**src/rtl/abus_master.sv**
```systemverilog
// A-bus initiator: turns one CPU-side request (16 or 32 bit) into one or two
// 16-bit A-bus cycles with per-region wait states, AWAIT_N stretching and a
// timeout abort. Every step except DONE->IDLE advances only on CE_R ticks.
module abus_master #(
  parameter int TIMEOUT_TICKS = 1023
) (
  input  logic        CLK,
  input  logic        RST_N,
  input  logic        CE_R,
  input  logic        REQ,
  input  logic [26:0] ADDR,
  input  logic [31:0] DI,
  input  logic [3:0]  WE,
  input  logic        SIZE,
  output logic [31:0] DO,
  output logic        ACK,
  output logic        BUSY,
  output logic        ERR,
  input  logic [3:0]  CS0_WAIT,
  input  logic [3:0]  CS1_WAIT,
  input  logic [3:0]  CS2_WAIT,
  output logic [25:0] AA,
  output logic [15:0] ADO,
  input  logic [15:0] ADI,
  output logic        ACS0_N,
  output logic        ACS1_N,
  output logic        ACS2_N,
  output logic        ARD_N,
  output logic        AWRL_N,
  output logic        AWRU_N,
  input  logic        AWAIT_N
);
  // timeout counter only has to reach TIMEOUT_TICKS-1 before the abort tick
  localparam int TW = (TIMEOUT_TICKS < 2) ? 1 : $clog2(TIMEOUT_TICKS);

  typedef enum logic [2:0] {IDLE, SETUP, STROBE, RECOVER, DONE} state_t;

  state_t        state;
  logic [26:1]   addr_q;
  logic [31:0]   di_q;
  logic [3:0]    we_q;
  logic          size_q, hsel, dummy_q, err_q;
  logic [3:0]    wcnt;
  logic [TW-1:0] tcnt;
  logic [31:0]   rd_q;

  logic [26:1] s_addr;
  logic [31:0] s_di;
  logic        s_size, s_hsel, s_lo;
  logic [2:0]  s_cs;
  logic [3:0]  s_wait;
  logic [25:0] s_aa;
  logic [15:0] s_ado;
  logic        cur_lo, cur_wr, last_half;
  logic [1:0]  cur_we;
  logic        unused;

  assign unused = ADDR[0];

  // Setup values for the next half: from the live request in IDLE (first half),
  // from the latched request afterwards (the second half is always the odd one).
  always_comb begin
    s_addr = ADDR[26:1];
    s_di   = DI;
    s_size = SIZE;
    s_hsel = SIZE & (|WE) & (WE[3:2] == 2'b00);
    if (state != IDLE) begin
      s_addr = addr_q;
      s_di   = di_q;
      s_size = size_q;
      s_hsel = 1'b1;
    end
    s_lo    = s_hsel | ~s_size;
    s_aa    = s_size ? {s_addr[25:2], s_hsel, 1'b0} : {s_addr[25:1], 1'b0};
    s_ado   = s_lo ? s_di[15:0] : s_di[31:16];
    s_cs[0] = (s_addr[26:25] == 2'b01);
    s_cs[1] = (s_addr[26:24] == 3'b100);
    s_cs[2] = (s_addr[26:20] == 7'h58);
    s_wait  = s_cs[0] ? CS0_WAIT : (s_cs[1] ? CS1_WAIT : CS2_WAIT);
  end

  // 16-bit accesses and the odd half of 32-bit accesses use the low data lane
  assign cur_lo    = hsel | ~size_q;
  assign cur_we    = cur_lo ? we_q[1:0] : we_q[3:2];
  assign cur_wr    = |we_q;
  assign last_half = ~size_q | hsel | (cur_wr & (we_q[1:0] == 2'b00));

  // Bus sequencer with registered bus and handshake outputs
  always_ff @(posedge CLK) begin
    if (!RST_N) begin
      state <= IDLE;
      ACS0_N <= 1'b1; ACS1_N <= 1'b1; ACS2_N <= 1'b1;
      ARD_N  <= 1'b1; AWRL_N <= 1'b1; AWRU_N <= 1'b1;
      AA <= '0; ADO <= '0; DO <= '0;
      ACK <= 1'b0; BUSY <= 1'b0; ERR <= 1'b0;
      addr_q <= '0; di_q <= '0; we_q <= '0; size_q <= 1'b0;
      hsel <= 1'b0; dummy_q <= 1'b0; err_q <= 1'b0;
      wcnt <= '0; tcnt <= '0; rd_q <= '0;
    end else begin
      case (state)
        IDLE: if (CE_R && REQ) begin
          addr_q  <= ADDR[26:1];
          di_q    <= DI;
          we_q    <= WE;
          size_q  <= SIZE;
          hsel    <= s_hsel;
          err_q   <= 1'b0;
          BUSY    <= 1'b1;
          dummy_q <= ~(|s_cs);
          if (!(|s_cs)) begin
            // unmapped: no bus cycle, reads float high
            rd_q  <= (|WE) ? 32'h0 : 32'hFFFF_FFFF;
            state <= RECOVER;
          end else begin
            rd_q   <= '0;
            AA     <= s_aa;
            ADO    <= s_ado;
            ACS0_N <= ~s_cs[0]; ACS1_N <= ~s_cs[1]; ACS2_N <= ~s_cs[2];
            wcnt   <= s_wait;
            tcnt   <= '0;
            state  <= SETUP;
          end
        end
        SETUP: if (CE_R) begin
          ARD_N  <= cur_wr;
          AWRU_N <= ~(cur_wr & cur_we[1]);
          AWRL_N <= ~(cur_wr & cur_we[0]);
          state  <= STROBE;
        end
        STROBE: if (CE_R) begin
          if (wcnt != 4'd0) begin
            wcnt <= wcnt - 4'd1;
          end else if (AWAIT_N || tcnt == TW'(TIMEOUT_TICKS - 1)) begin
            // normal completion or timeout: the aborted half reads as FFFF
            if (!cur_wr) begin
              if (cur_lo) rd_q[15:0]  <= AWAIT_N ? ADI : 16'hFFFF;
              else        rd_q[31:16] <= AWAIT_N ? ADI : 16'hFFFF;
            end
            if (!AWAIT_N) err_q <= 1'b1;
            ARD_N  <= 1'b1; AWRL_N <= 1'b1; AWRU_N <= 1'b1;
            ACS0_N <= 1'b1; ACS1_N <= 1'b1; ACS2_N <= 1'b1;
            state  <= RECOVER;
          end else begin
            tcnt <= tcnt + 1'b1;
          end
        end
        RECOVER: if (CE_R) begin
          if (!dummy_q && !last_half && !err_q) begin
            hsel   <= 1'b1;
            AA     <= s_aa;
            ADO    <= s_ado;
            ACS0_N <= ~s_cs[0]; ACS1_N <= ~s_cs[1]; ACS2_N <= ~s_cs[2];
            wcnt   <= s_wait;
            tcnt   <= '0;
            state  <= SETUP;
          end else begin
            ACK   <= 1'b1;
            ERR   <= err_q;
            DO    <= rd_q;
            state <= DONE;
          end
        end
        DONE: begin
          ACK   <= 1'b0;
          ERR   <= 1'b0;
          BUSY  <= 1'b0;
          state <= IDLE;
        end
        default: state <= IDLE;
      endcase
    end
  end
endmodule

```
**config.mk**
```make
export PLATFORM = sky130hd
export DESIGN_NAME = abus_master
export DESIGN_NICKNAME = d
export VERILOG_FILES = /design/src/rtl/abus_master.sv
export SDC_FILE = /design/constraint.sdc
export NUM_CORES = 1
export LEC_CHECK = 0
export BUFFER_PORTS_ARGS = -buffer_cell sky130_fd_sc_hd__buf_4
export CELL_PAD_IN_SITES_DETAIL_PLACEMENT = 0
export CELL_PAD_IN_SITES_GLOBAL_PLACEMENT = 2
export CORE_MARGIN = 5
export CORE_UTILIZATION = 33
export DETAILED_ROUTE_END_ITERATION = 7
export GPL_ROUTABILITY_DRIVEN = 1
export GPL_TIMING_DRIVEN = 1
export MAX_ROUTING_LAYER = met4
export PLACE_DENSITY_LB_ADDON = 0.12
export SYNTH_ARGS = -nofsm -noshare
export SYNTH_HDL_FRONTEND = slang
export SYNTH_SLANG_ARGS = --single-unit
export TNS_END_PERCENT = 30
```
**constraint.sdc**
```tcl
create_clock -name CLK -period 3.05 [get_ports CLK]
set_input_delay 0 -clock CLK [delete_from_list [all_inputs] [get_ports CLK]]
set_output_delay 0 -clock CLK [all_outputs]
set_load 0.02 [all_outputs]
```
* Yosys cells after proc, flatten, opt, wreduce, memory -nomap -nowiden *
Index checks and enable logic that the tools add are counted.

storage, ports and cells
  register bits after elaboration = 198
  latch bits = 0
  bits in writable memories = 0
  memory bits (read-only) = 0
  input bits = 97
  output and inout port bits = 83
  word-level logic and storage cells = 197
  memories kept = 0

operators by class
  $add $sub $neg = 2
  $mul = 0
  div/mod/pow operators = 0
  order comparisons = 0
  equal/unequal tests = 23
  shifts and indexed selects = 0
  mux-type cells = 96
  bitwise logic cells = 17
  reductions and logical operators = 35

operator list
  cell                   count
  $mux 32                8
  $mux 26                5
  $mux 16                8
  $mux 10                7
  $pmux 32 s2            1
  $pmux 26 s2            1
  $mux 1                 33
  $mux 4                 8
  $pmux 16 s2            1
  $ne 2x2->1 const B     15
  $pmux 10 s3            1
  $mux 3                 7
  $reduce_and 7->1       3
  $pmux 1 s2             8
  $reduce_and 8->1       2
  $pmux 3 s4             1
  $pmux 4 s3             1
  $reduce_and 6->1       2
  $add 10x1->10 const B  1
  $eq 10x10->1 const B   1
  $reduce_and 5->1       2
  $reduce_bool 2->1      5
  $not 1->1              9
  $pmux 1 s3             3
  other kinds (21)       40

* Depth between registers and ports, before layout *
Gate-level depths: netlist of the first run.

  word-level depth = 9
  gate-level depth with buffers = 10
  depth with buffers taken out = 8

* Worst setup path after synthesis of the first run *
No wires, ideal clock.

  path kind = register to register
  start = register wcnt[0]
  end = register tcnt[4]
  setup time = 0.070 ns
  arrival = 1.931 ns
  data required time = 2.980 ns
  setup slack = 1.049 ns
  stages on the path, launching flop included = 9
  path buffers = 1
  period minus slack after synthesis = 2.001 ns
  cell sequence = dfxtp_1 inv_1 ha_1 nor3b_4 nand3_2 or3b_1 buf_2 or4_1 a21oi_1

between the ends
  word-level cells in the longest chain between the ends = 3

RTL lines
  what                        line  RTL
  start: declaration          43    logic [3:0] wcnt;
  start signal: assignment    119   wcnt <= s_wait;
  start signal: assignment    132   wcnt <= wcnt - 4'd1;
  start signal: assignment    153   wcnt <= s_wait;
  $reduce_bool 4->1           131   if (wcnt != 4'd0) begin
  $ne 2x2->1 (no line)        --
  $reduce_and 8->1 (no line)  --
  end signal: assignment      144   tcnt <= tcnt + 1'b1;
  end: declaration            44    logic [TW-1:0] tcnt;

Every way passes these cells.
A chain may end at the register's enable or synchronous reset.

* Worst setup path in the final report of the first run *
  start = register state[0]
  end = register wcnt[0]

between the ends
  word-level cells in the longest chain between the ends = 8
  elaborated cells on any way between the ends = 24
  those cells by class = 11 x eq/ne; 8 x mux; 5 x reduce/logical

RTL lines
  what                              line      RTL
  start: declaration                38        state_t state;
  start signal: assignment          91        state <= IDLE;
  start signal: assignment          113       state <= RECOVER;
  start signal: assignment          121       state <= SETUP;
  $reduce_bool 3->1                 67        if (state != IDLE) begin
  $mux 26                           67
  $eq 3x3->1                        77        s_cs[1] = (s_addr[26:24] == 3'b100);
  $mux 4 (2 in a row)               79        s_wait = s_cs[0] ? CS0_WAIT : (s_cs[1] ? CS1_WAIT : CS2_WAIT);
  $mux 4, on equally long branches  148, 110
  $mux 4, on equally long branches  147, 101
  $pmux 4 s3                        100       case (state)

Parallel ways exist; a longest one is shown, timed or not. The select of a mux whose other input is x is not followed.

==> key figures, run 1 <==
Status
  • Outcome: finished, final reports clean

Detailed routing
  • Drt initial violations: 348
  • Routed wire length: 22.87 mm
  • DRC viols: 0
  • Post-route ant nets: 0
  • DR vias/cell: 4.822
  • Detailed-route via count: 7098
  • First-pass iteration count of the detailed router: 4
  • Routed len/inst: 15.54 um

CTS
  • Post_cts resized: 0
  • H-tree levels: 4
  • Post-CTS Setup Bufs: 0
  • CTS buffer count: 17
  • CTS Root Cell: clkbuf_16
  • Max Root-Sink Buffers: 2
  • Hold buffers post-CTS: 78
  • Clock network latency to the later pin of the worst-skew pair: 440 ps
  • Clk sinks: 181
  • CTS tree: done
  • Clock-pin slew on the worst setup and hold paths: 90 ps

Synthesis
  • Syn_nets: 1018
  • Register area share after synthesis: 0.4718
  • Post-synthesis mux area share: 0.06256
  • Post-synth ARST share: 0
  • Synth Area in Compound Gates: 0.2133
  • Gate Count Post-Synth: 918
  • EDFF count, synth: 0
  • Main combinational cell family by area after synthesis: compound AO/OA/AOI/OAI gates
  • Post-synthesis xor/xnor area fraction: 0
  • Top FF cell, synth: dfxtp_1
  • Syn. warnings: 0
  • #FFs+latches synth: 181
  • Synth Area in Simple Gates: 0.2007
  • Netlist cell types: 60
  • Mapped cell area: 7680 um2
  • Adder-cell share of the synthesized area: 0.004888
  • Mapped Avg Cell Area: 8.366 um2

STA
  • Slew headroom: 0.5507
  • F_max: 389.2 MHz
  • Fin crit period: 2570 ps
  • Setup violators final: 0
  • Max-slew violation count: 0
  • Least-Margin Pin Slew: 668.8 ps
  • Worst Clk Skew: 19.50 ps
  • Hold slack: 17.16 ps
  • Fin Setup TNS: 0 ps
  • Hold Vio Cnt, Final: 0
  • Unrepaired setup endpoints after global routing: false
  • Final Cycle Share: 0.8425

Layout
  • Layout cell share with drive strength beyond 1: 0.2166
  • Footprint of the multi-input gates: 3721 um2
  • Most common cell after layout, fill and taps aside: nand2_1
  • Commonest cells after routing, fill and taps aside: nand2_1, buf_4, dfxtp_1
  • Filler Cells Inserted: 2253
  • Synthesis-to-finish area growth: 39.51%
  • Seq. cell area: 3623 um2
  • Antenna Cells: 0
  • Nets: 1246

Global routing
  • First-pass GRT wire length: 37.23 mm
  • Initial antenna violation count: 0
  • Gr usage total: 0.1779
  • Largest net degree at the start of global routing: 58
  • Vias in the first global route: 6973
  • Grt ovf: 0

Die
  • Core region area: 22780 um2
  • Row Count: 55
  • Die ar.: 26420 um2
  • Die height: 162.6 um
  • Initial core utilization: 0.3372
  • I/O pin count: 180
  • Die width: 162.6 um

Critical path
  • Crit Path Max Fanout: 40
  • Crit Reg-Reg Endpoint: wcnt[0]
  • Worst reg-to-reg path cell count: 8
  • Critical Path Source Type: flip-flop
  • Setup CP Type: flip-flop to flip-flop
  • R2R Setup Slk: 480 ps
  • Worst setup EP type: flip-flop
  • Worst Path Arrival: 2930 ps
  • R2r startpoint: state[0]
  • CP required: 3410 ps

Power and ir drop
  • Leakage: 4.383 nW
  • Power per cell area: 550.3 nW/um2
  • VDD IR max: 0.4269 mV

Worst hold path
  • Hold Path Sink: rd_q[21]
  • Hold Path Class: input pin to flip-flop
  • Hold Path Cell Cnt: 4
  • Hold path start: ADI[5]

Place
  • Port bufs: 177
  • GP Congestion: 0.8027
  • DPL Wire Length: 15.22 mm

Run
  • Max Cap Viol: 0
## state kept, by name, indices dropped and copies added, names as in the netlist, 3 cells and up
signal  count
ADO        16
we_q        4
DO         32
wcnt        4
di_q       16
rd_q       32
tcnt       10
state       3
AA         25
addr_q     26
## power breakdown
part / total [mW] / switching (mW) / internal, mW
clock network: 2.33 / 1.18 / 1.15
logic: 1.02 / 0.567 / 0.453
registers: 2.54 / 0.0726 / 2.47
## worst max-delay path, stage by stage (launching register included)
cell           delay, ps
dfxtp_1              600
nor2b_1              240
o2111ai_1            130
a21boi_1             260
o21a_2               230
buf_12               210
o211ai_1             120
dlygate4sd3_1        580
a21oi_1              120
## routing by layer
| metal | global-route usage | up-vias | share of wire | wire length, um |
|---|---|---|---|---|
| met4 | 0.03698 | 0 | 0.0084 | 192 |
| met3 | 0.04151 | 16 | 0.048 | 1109 |
| met1 | 0.2339 | 3276 | 0.48 | 11000 |
| li1 | - | 3658 | - | - |
| met2 | 0.2823 | 148 | 0.46 | 10570 |
| met5 | - | - | 0 | 0 |
## how the worst max path moves through the flow
| stage | slack, ps | from | to |
|---|---|---|---|
| floorplan | 1050 | wcnt[0] | tcnt[4] |
| global placement | 840 | tcnt[0] | rd_q[7] |
| detailed placement | 810 | tcnt[0] | rd_q[6] |
| CTS | 480 | state[0] | wcnt[0] |
| global route | 280 | state[0] | wcnt[0] |
| finish | 480 | state[0] | wcnt[0] |
## through the flow
step                setup WS [ps]  std cells  utilization  power, mW  instance area, um2
CTS                         476.1       1472       0.4704      5.990               10710
floorplan                    1049        918            -      3.195                7680
global route                283.6       1472       0.4704      6.190               10710
finish                      480.4       1472       0.4704      5.896               10710
detailed placement          812.7       1362       0.4079      3.544                9291
global placement            835.9       1362       0.4079      3.544                9291
## area by class of cell
class	instances	share of cell area
Clock buffer	17	0.03971
Clock inverter	15	0.02020
Inverter	9	0.003387
Multi-Input combinational cell	660	0.3473
Sequential cell	181	0.3382
Tap cell	313	0.03655
Timing Repair Buffer	277	0.2146
## Yosys cell counts (10+ instances only)
library cell | instances | share of area
a211oi_1 | 25 | 0.024
a21oi_1 | 117 | 0.076
a22o_1 | 32 | 0.036
buf_2 | 17 | 0.011
clkbuf_1 | 39 | 0.019
dfxtp_1 | 181 | 0.47
mux2i_1 | 48 | 0.063
nand2_1 | 217 | 0.11
nor2_1 | 81 | 0.040
nor3_1 | 10 | 0.0065
o211ai_1 | 19 | 0.019
o21ai_0 | 14 | 0.0091
## kinds of logic (layout without fill, tap and decap cells)
| kind of cell | count (synthesis) | in the layout |
|---|---|---|
| AND/OR/NAND/NOR | 357 | 357 |
| AO/OA/AOI/OAI | 251 | 251 |
| flip-flops | 181 | 181 |
| buffers and inverters | 77 | 318 |
| multiplexers | 48 | 48 |
| adder cells (fa/ha/maj) | 3 | 3 |
| other | 1 | 1 |
No activity file was read; power rests on OpenSTA's default activity.
==> run 2, diff against run 1 <==
CORE_UTILIZATION = 28   (was 33)
clock period = 2.2 ns   (was 3.05 ns; I/O delays follow)
==> run 2 against run 1 <==
Sequential power is 39% higher. Final cell count up 3.3%. Global-route usage shrank 1.5 points. Die area is 17% higher. Maximum frequency is 25% higher. Critical path type unchanged. Critical endpoint is now tcnt[4]. Largest cell class unchanged.
==> key figures, run 2 (synthesized netlist as in run 1, its figures left out) <==
CTS
  • Clock network latency to the later pin of the worst-skew pair: 440 ps (about the same)
  • CTS tree: done (unchanged)
  • Max Root-Sink Buffers: 2 (unchanged)
  • H-tree levels: 4 (unchanged)
  • CTS Root Cell: clkbuf_16 (unchanged)
  • Clk sinks: 181 (unchanged)
  • CTS buffer count: 17 (unchanged)
  • Clock-pin slew on the worst setup and hold paths: 80 ps (was 90 ps)

Detailed routing
  • First-pass iteration count of the detailed router: 4 (unchanged)
  • Drt initial violations: 299 (was 348)
  • Detailed-route via count: 7102 (was 7098)
  • Routed len/inst: 16.17 um (was 15.54 um)
  • Routed wire length: 24.59 mm (was 22.87 mm)
  • Post-route ant nets: 0 (unchanged)
  • DR vias/cell: 4.669 (was 4.822)
  • DRC viols: 0 (unchanged)

STA
  • Hold Vio Cnt, Final: 0 (unchanged)
  • Fin crit period: 2058 ps (was 2570 ps)
  • Unrepaired setup endpoints after global routing: false (unchanged)
  • Final Cycle Share: 0.9353 (was 0.8425)
  • Worst Clk Skew: 19.15 ps (was 19.50 ps)
  • Max-slew violation count: 0 (unchanged)
  • Setup violators final: 0 (unchanged)
  • Fin Setup TNS: 0 ps (unchanged)
  • F_max: 486.0 MHz (was 389.2 MHz)

Critical path
  • R2R Setup Slk: 140 ps (was 480 ps)
  • Crit Reg-Reg Endpoint: tcnt[4] (was wcnt[0])
  • Worst stage delay on the critical path: 420 ps (was 600 ps)
  • Worst setup EP type: flip-flop (unchanged)
  • Worst reg-to-reg path cell count: 7 (was 8)
  • Worst Path Arrival: 2430 ps (was 2930 ps)
  • Crit Path Max Fanout: 8 (was 40)
  • R2r startpoint: wcnt[0] (was state[0])
  • CP Cell Sequence: inv_1, ha_1, nor3b_4, nand3_2, or3b_4, or4_1, a21oi_1 (was nor2b_1, o2111ai_1, a21boi_1, o21a_2, buf_12, o211ai_1, dlygate4sd3_1, a21oi_1)
  • Setup CP Type: flip-flop to flip-flop (unchanged)
  • CP required: 2570 ps (was 3410 ps)
  • CP max stage cell: or3b_4 (was dfxtp_1)
  • Critical Path Source Type: flip-flop (unchanged)

Layout
  • Filler Cells Inserted: 2801 (was 2253)
  • Final Instance Area: 10960 um2 (was 10710 um2)
  • Most common cell after layout, fill and taps aside: nand2_1 (unchanged)
  • Synthesis-to-finish area growth: 42.67% (was 39.51%)
  • Top flop regs: DO (32), rd_q (32), addr_q (26) (unchanged)
  • Commonest cells after routing, fill and taps aside: nand2_1, buf_4, dfxtp_1 (unchanged)
  • Layout cell share with drive strength beyond 1: 0.2305 (was 0.2166)
  • Antenna Cells: 0 (unchanged)
  • Nets: 1267 (was 1246)

Die
  • Row Count: 60 (was 55)
  • Core region area: 26950 um2 (was 22780 um2)
  • Die width: 175.6 um (was 162.6 um)
  • Initial core utilization: 0.2850 (was 0.3372)
  • Die ar.: 30840 um2 (was 26420 um2)
  • Die height: 175.6 um (was 162.6 um)
  • I/O pin count: 180 (unchanged)

Global routing
  • Initial antenna violation count: 0 (unchanged)
  • First-pass GRT wire length: 39.61 mm (was 37.23 mm)
  • Largest net degree at the start of global routing: 69 (was 58)
  • Gr usage total: 0.1627 (was 0.1779)
  • Grt ovf: 0 (unchanged)
  • Vias in the first global route: 7268 (was 6973)

Power and ir drop
  • Leakage: 4.502 nW (was 4.383 nW)
  • VDD IR max: 0.3436 mV (was 0.4269 mV)
  • Power per cell area: 746.3 nW/um2 (was 550.3 nW/um2)

Worst hold path
  • Hold Path Cell Cnt: 4 (unchanged)
  • Hold Path Sink: rd_q[1] (was rd_q[21])
  • Hold path start: ADI[1] (was ADI[5])
  • Hold Path Class: input pin to flip-flop (unchanged)

Place
  • Post-Place Cell Area: 9524 um2 (was 9291 um2)
  • Port bufs: 177 (unchanged)
  • DPL Wire Length: 16.18 mm (was 15.22 mm)
  • GP Congestion: 0.7194 (was 0.8027)

Run
  • Max Cap Viol: 0 (unchanged)

Status
  • Outcome: finished, final reports clean (unchanged)
[run 2: cell count changes in the layout (fill, tap and decap cells not counted), sizes merged]
cell and change:
clkinvlp +1, clkbuf +2, dlygate4sd3 +2, clkinv -3, buf +19
[run 2: report_power, final]
group	switching [mW]	total (mW)	internal, mW
combinational	0.825	1.52	0.691
sequential	0.0926	3.52	3.42
clock	1.54	3.15	1.60
[run 2: worst max-delay path: cells and delay by family, from the launching register on]
kind / cells / cell delay, ps
AOI/OAI and AO/OA: 1 / 140
and+or+nand+nor: 4 / 1260
adders and majority gates: 1 / 190
buffers and inverters: 1 / 60
DFF: 1 / 340
[run 2: per-stage QoR]
step                      setup slack, ps  utilization  hold slack [ps]  std cells  total power [mW]
after global routing                24.91       0.4065            4.810       1521             8.606
final                               142.4       0.4065            27.55       1521             8.178
after detailed placement            73.53       0.3534            265.8       1408             4.999
after CTS                           65.47       0.4057            1.328       1520             8.314
after floorplan                     198.6            -            136.0        918             4.430
after global placement              94.23       0.3534            259.9       1408             4.996
[run 2: how the worst max path moves through the flow]
stage / to / startpoint / slack, ps
after detailed placement: tcnt[4] / wcnt[0] / 70
after global routing: tcnt[8] / wcnt[0] / 20
after floorplan: tcnt[4] / wcnt[0] / 200
after global placement: tcnt[4] / wcnt[0] / 90
final: tcnt[4] / wcnt[0] / 140
after CTS: tcnt[4] / wcnt[0] / 70
[run 2: repair_timing]
| item | CTS | global route |
|---|---|---|
| endpoints found under the hold margin | 129 | 0 |
| setup buffers | 0 | 1 |
| resized for setup | 0 | 4 |
| hold buffers | 80 | 0 |
| endpoints found under the setup margin | 0 | 17 |
[run 2: cell type report]
type	instances	area, um2	share of cell area
clock inverter	13	155.1	0.01416
timing repair buffer	298	2529	0.2308
sequential	181	3623	0.3307
clock buffer	19	452.9	0.04134
tap	341	426.7	0.03894
inverter	9	36.28	0.003312
multi-input combinational	660	3734	0.3408
[run 2: layer usage]
| layer | share of wire | wire [um] | GRT usage |
|---|---|---|---|
| met4 | 0.0081 | 199 | 0.03769 |
| met2 | 0.47 | 11500 | 0.2599 |
| met5 | 0 | 0 | - |
| met3 | 0.043 | 1064 | 0.03358 |
| met1 | 0.48 | 11830 | 0.2134 |
==> run 3, diff against run 2 <==
--- a/config.mk
+++ b/config.mk
@@ -10,3 +10,2 @@
 export CELL_PAD_IN_SITES_GLOBAL_PLACEMENT = 2
-export CORE_MARGIN = 5
 export CORE_UTILIZATION = 28
@@ -17,2 +16,3 @@
 export PLACE_DENSITY_LB_ADDON = 0.12
+export REMOVE_ABC_BUFFERS = 1
 export SYNTH_ARGS = -nofsm -noshare
--- a/constraint.sdc
+++ b/constraint.sdc
@@ -3,2 +3,2 @@
 set_output_delay 0 -clock CLK [all_outputs]
-set_load 0.02 [all_outputs]
+set_load 0.005 [all_outputs]
==> run 3 against run 2 <==
Global-route usage is 1.5 points higher. Critical endpoint unchanged. Setup slack improved by 2.2 ps. Critical path type unchanged. Utilization grew 0.093 points. Highest routed layer unchanged. Die area shrank 8.9%. Largest power group unchanged. Sequential cell count did not move. Final cell count hardly changed.
==> key figures, run 3 (synthesized netlist as in run 1, its figures left out) <==
Layout
  • Filler Cells Inserted: 2794 (was 2801)
  • Post-Layout Cell Count: 1520 (was 1521)
  • Most common cell after layout, fill and taps aside: nand2_1 (unchanged)
  • Commonest cells after routing, fill and taps aside: nand2_1, buf_4, dfxtp_1 (unchanged)
  • Antenna Cells: 0 (unchanged)
  • Nets: 1267 (unchanged)
  • Synthesis-to-finish area growth: 42.99% (was 42.67%)
  • Layout cell share with drive strength beyond 1: 0.2290 (was 0.2305)
  • Top flop regs: DO (32), rd_q (32), addr_q (26) (unchanged)

Power and ir drop
  • Leakage: 4.495 nW (was 4.502 nW)
  • Power per cell area: 725.1 nW/um2 (was 746.3 nW/um2)
  • Cell internal pwr: 5.620 mW (was 5.717 mW)
  • Power Total: 7.963 mW (was 8.178 mW)
  • Sw Pwr: 2.343 mW (was 2.461 mW)
  • Logic pwr share: 0.183 (was 0.185)
  • Seq pwr share: 0.442 (was 0.430)
  • Switching share of power: 0.2942 (was 0.3009)
  • Clk pwr share: 0.375 (was 0.385)
  • VDD IR max: 0.4226 mV (was 0.3436 mV)

Detailed routing
  • DR vias/cell: 4.725 (was 4.669)
  • Detailed-route via count: 7182 (was 7102)
  • DRC viols: 0 (unchanged)
  • Routed len/inst: 15.61 um (was 16.17 um)
  • Routed wire length: 23.73 mm (was 24.59 mm)
  • Drt initial violations: 309 (was 299)
  • Post-route ant nets: 0 (unchanged)
  • First-pass iteration count of the detailed router: 4 (unchanged)

Die
  • Die width: 167.6 um (was 175.6 um)
  • Die height: 167.6 um (was 175.6 um)
  • I/O pin count: 180 (unchanged)
  • Die ar.: 28090 um2 (was 30840 um2)
  • Initial core utilization: 0.2850 (unchanged)
  • Core region area: 26950 um2 (unchanged)
  • Row Count: 60 (unchanged)

CTS
  • Max Root-Sink Buffers: 2 (unchanged)
  • Clock network latency to the later pin of the worst-skew pair: 430 ps (was 440 ps)
  • Clock-pin slew on the worst setup and hold paths: 80 ps (about the same)
  • CTS tree: done (unchanged)
  • Clk sinks: 181 (unchanged)
  • CTS buffer count: 17 (unchanged)
  • H-tree levels: 4 (unchanged)
  • CTS Root Cell: clkbuf_16 (unchanged)

Critical path
  • Worst reg-to-reg path cell count: 7 (unchanged)
  • R2r startpoint: wcnt[0] (unchanged)
  • CP required: 2570 ps (about the same)
  • Critical Path Source Type: flip-flop (unchanged)
  • Crit Path Max Fanout: 8 (unchanged)
  • Setup CP Type: flip-flop to flip-flop (unchanged)
  • Worst Path Arrival: 2420 ps (was 2430 ps)
  • Worst setup EP type: flip-flop (unchanged)
  • Worst Setup SP: wcnt[0] (unchanged)

STA
  • Setup violators final: 0 (unchanged)
  • F_max: 486.5 MHz (was 486.0 MHz)
  • Fin Setup TNS: 0 ps (unchanged)
  • Least-Margin Pin Slew: 625.3 ps
  • Worst Clk Skew: 17.70 ps (was 19.15 ps)
  • Fin crit period: 2055 ps (was 2058 ps)
  • Max-slew violation count: 0 (unchanged)
  • Slew headroom: 0.5832
  • Hold Vio Cnt, Final: 0 (unchanged)
  • Final Cycle Share: 0.9343 (was 0.9353)
  • Unrepaired setup endpoints after global routing: false (unchanged)

Worst hold path
  • Hold path start: ADI[6] (was ADI[1])
  • Hold Path Class: input pin to flip-flop (unchanged)
  • Hold Path Cell Cnt: 4 (unchanged)

Global routing
  • First-pass GRT wire length: 38.75 mm (was 39.61 mm)
  • Largest net degree at the start of global routing: 73 (was 69)
  • Grt ovf: 0 (unchanged)
  • Initial antenna violation count: 0 (unchanged)
  • Vias in the first global route: 7254 (was 7268)
  • Gr usage total: 0.1776 (was 0.1627)

Place
  • DPL Wire Length: 14.99 mm (was 16.18 mm)
  • Placed cell count: 1405 (was 1408)
  • GP Congestion: 0.7354 (was 0.7194)
  • Port bufs: 177 (unchanged)

Run
  • Max Cap Viol: 0 (unchanged)

Status
  • Outcome: finished, final reports clean (unchanged)
-- run 3: critical path, stage by stage, from the launching register on --
cell	delay [ps]
dfxtp_1	340
inv_1	60
ha_1	180
nor3b_4	310
nand3_2	120
or3b_4	420
or4_1	410
a21oi_1	160
-- run 3: final cells by class --
cell class | instances | area (um2) | area share
Multi-Input combinational cell | 660 | 3745 | 0.3410
Sequential cell | 181 | 3626 | 0.3302
Timing Repair Buffer | 298 | 2585 | 0.2354
Tap cell | 341 | 426.7 | 0.03885
Clock buffer | 17 | 425.4 | 0.03874
Clock inverter | 14 | 137.6 | 0.01253
Inverter | 9 | 36.28 | 0.003304
-- run 3: power groups by stage --
stage                     sequential, mW  clock [mW]  combinational, mW
after CTS                           3.52        3.10               1.48
after detailed placement            3.59           0               1.35
final                               3.52        2.99               1.46
after floorplan                     3.58           0              0.732
after global placement              3.59           0               1.35
after global routing                3.54        3.23               1.61
-- run 3: per-layer routing --
metal	part of all wire	wire, um	track usage
met3	0.036	848	0.03285
met1	0.49	11610	0.2272
met4	0.0078	184	0.04188
met5	0	0	-
met2	0.47	11080	0.2886
-- run 3: path summary, 6_finish.rpt --
path	slack, ps	to
worst min register to register	450	DO[2]
worst max register to register	140	tcnt[4]
worst max-delay path	140	tcnt[4]
worst min-delay path	30	rd_q[22]
-- run 3: timing repair --
item,in CTS,in global routing
setup buffers,0,0
endpoints found under the setup margin,0,33
endpoints found under the hold margin,132,0
resized for setup,0,7
hold buffers,84,0
-- run 3: through the flow --
stage	area [um2]	hold WS (ps)	setup slack, ps	utilization
floorplan	7358	61.94	-2929	-
global placement	9552	258.3	114.0	0.3544
detailed placement	9552	265.4	102.6	0.3544
CTS	10960	3.484	77.92	0.4065
global route	10980	49.51	2.080	0.4075
finish	10980	26.51	144.6	0.4075
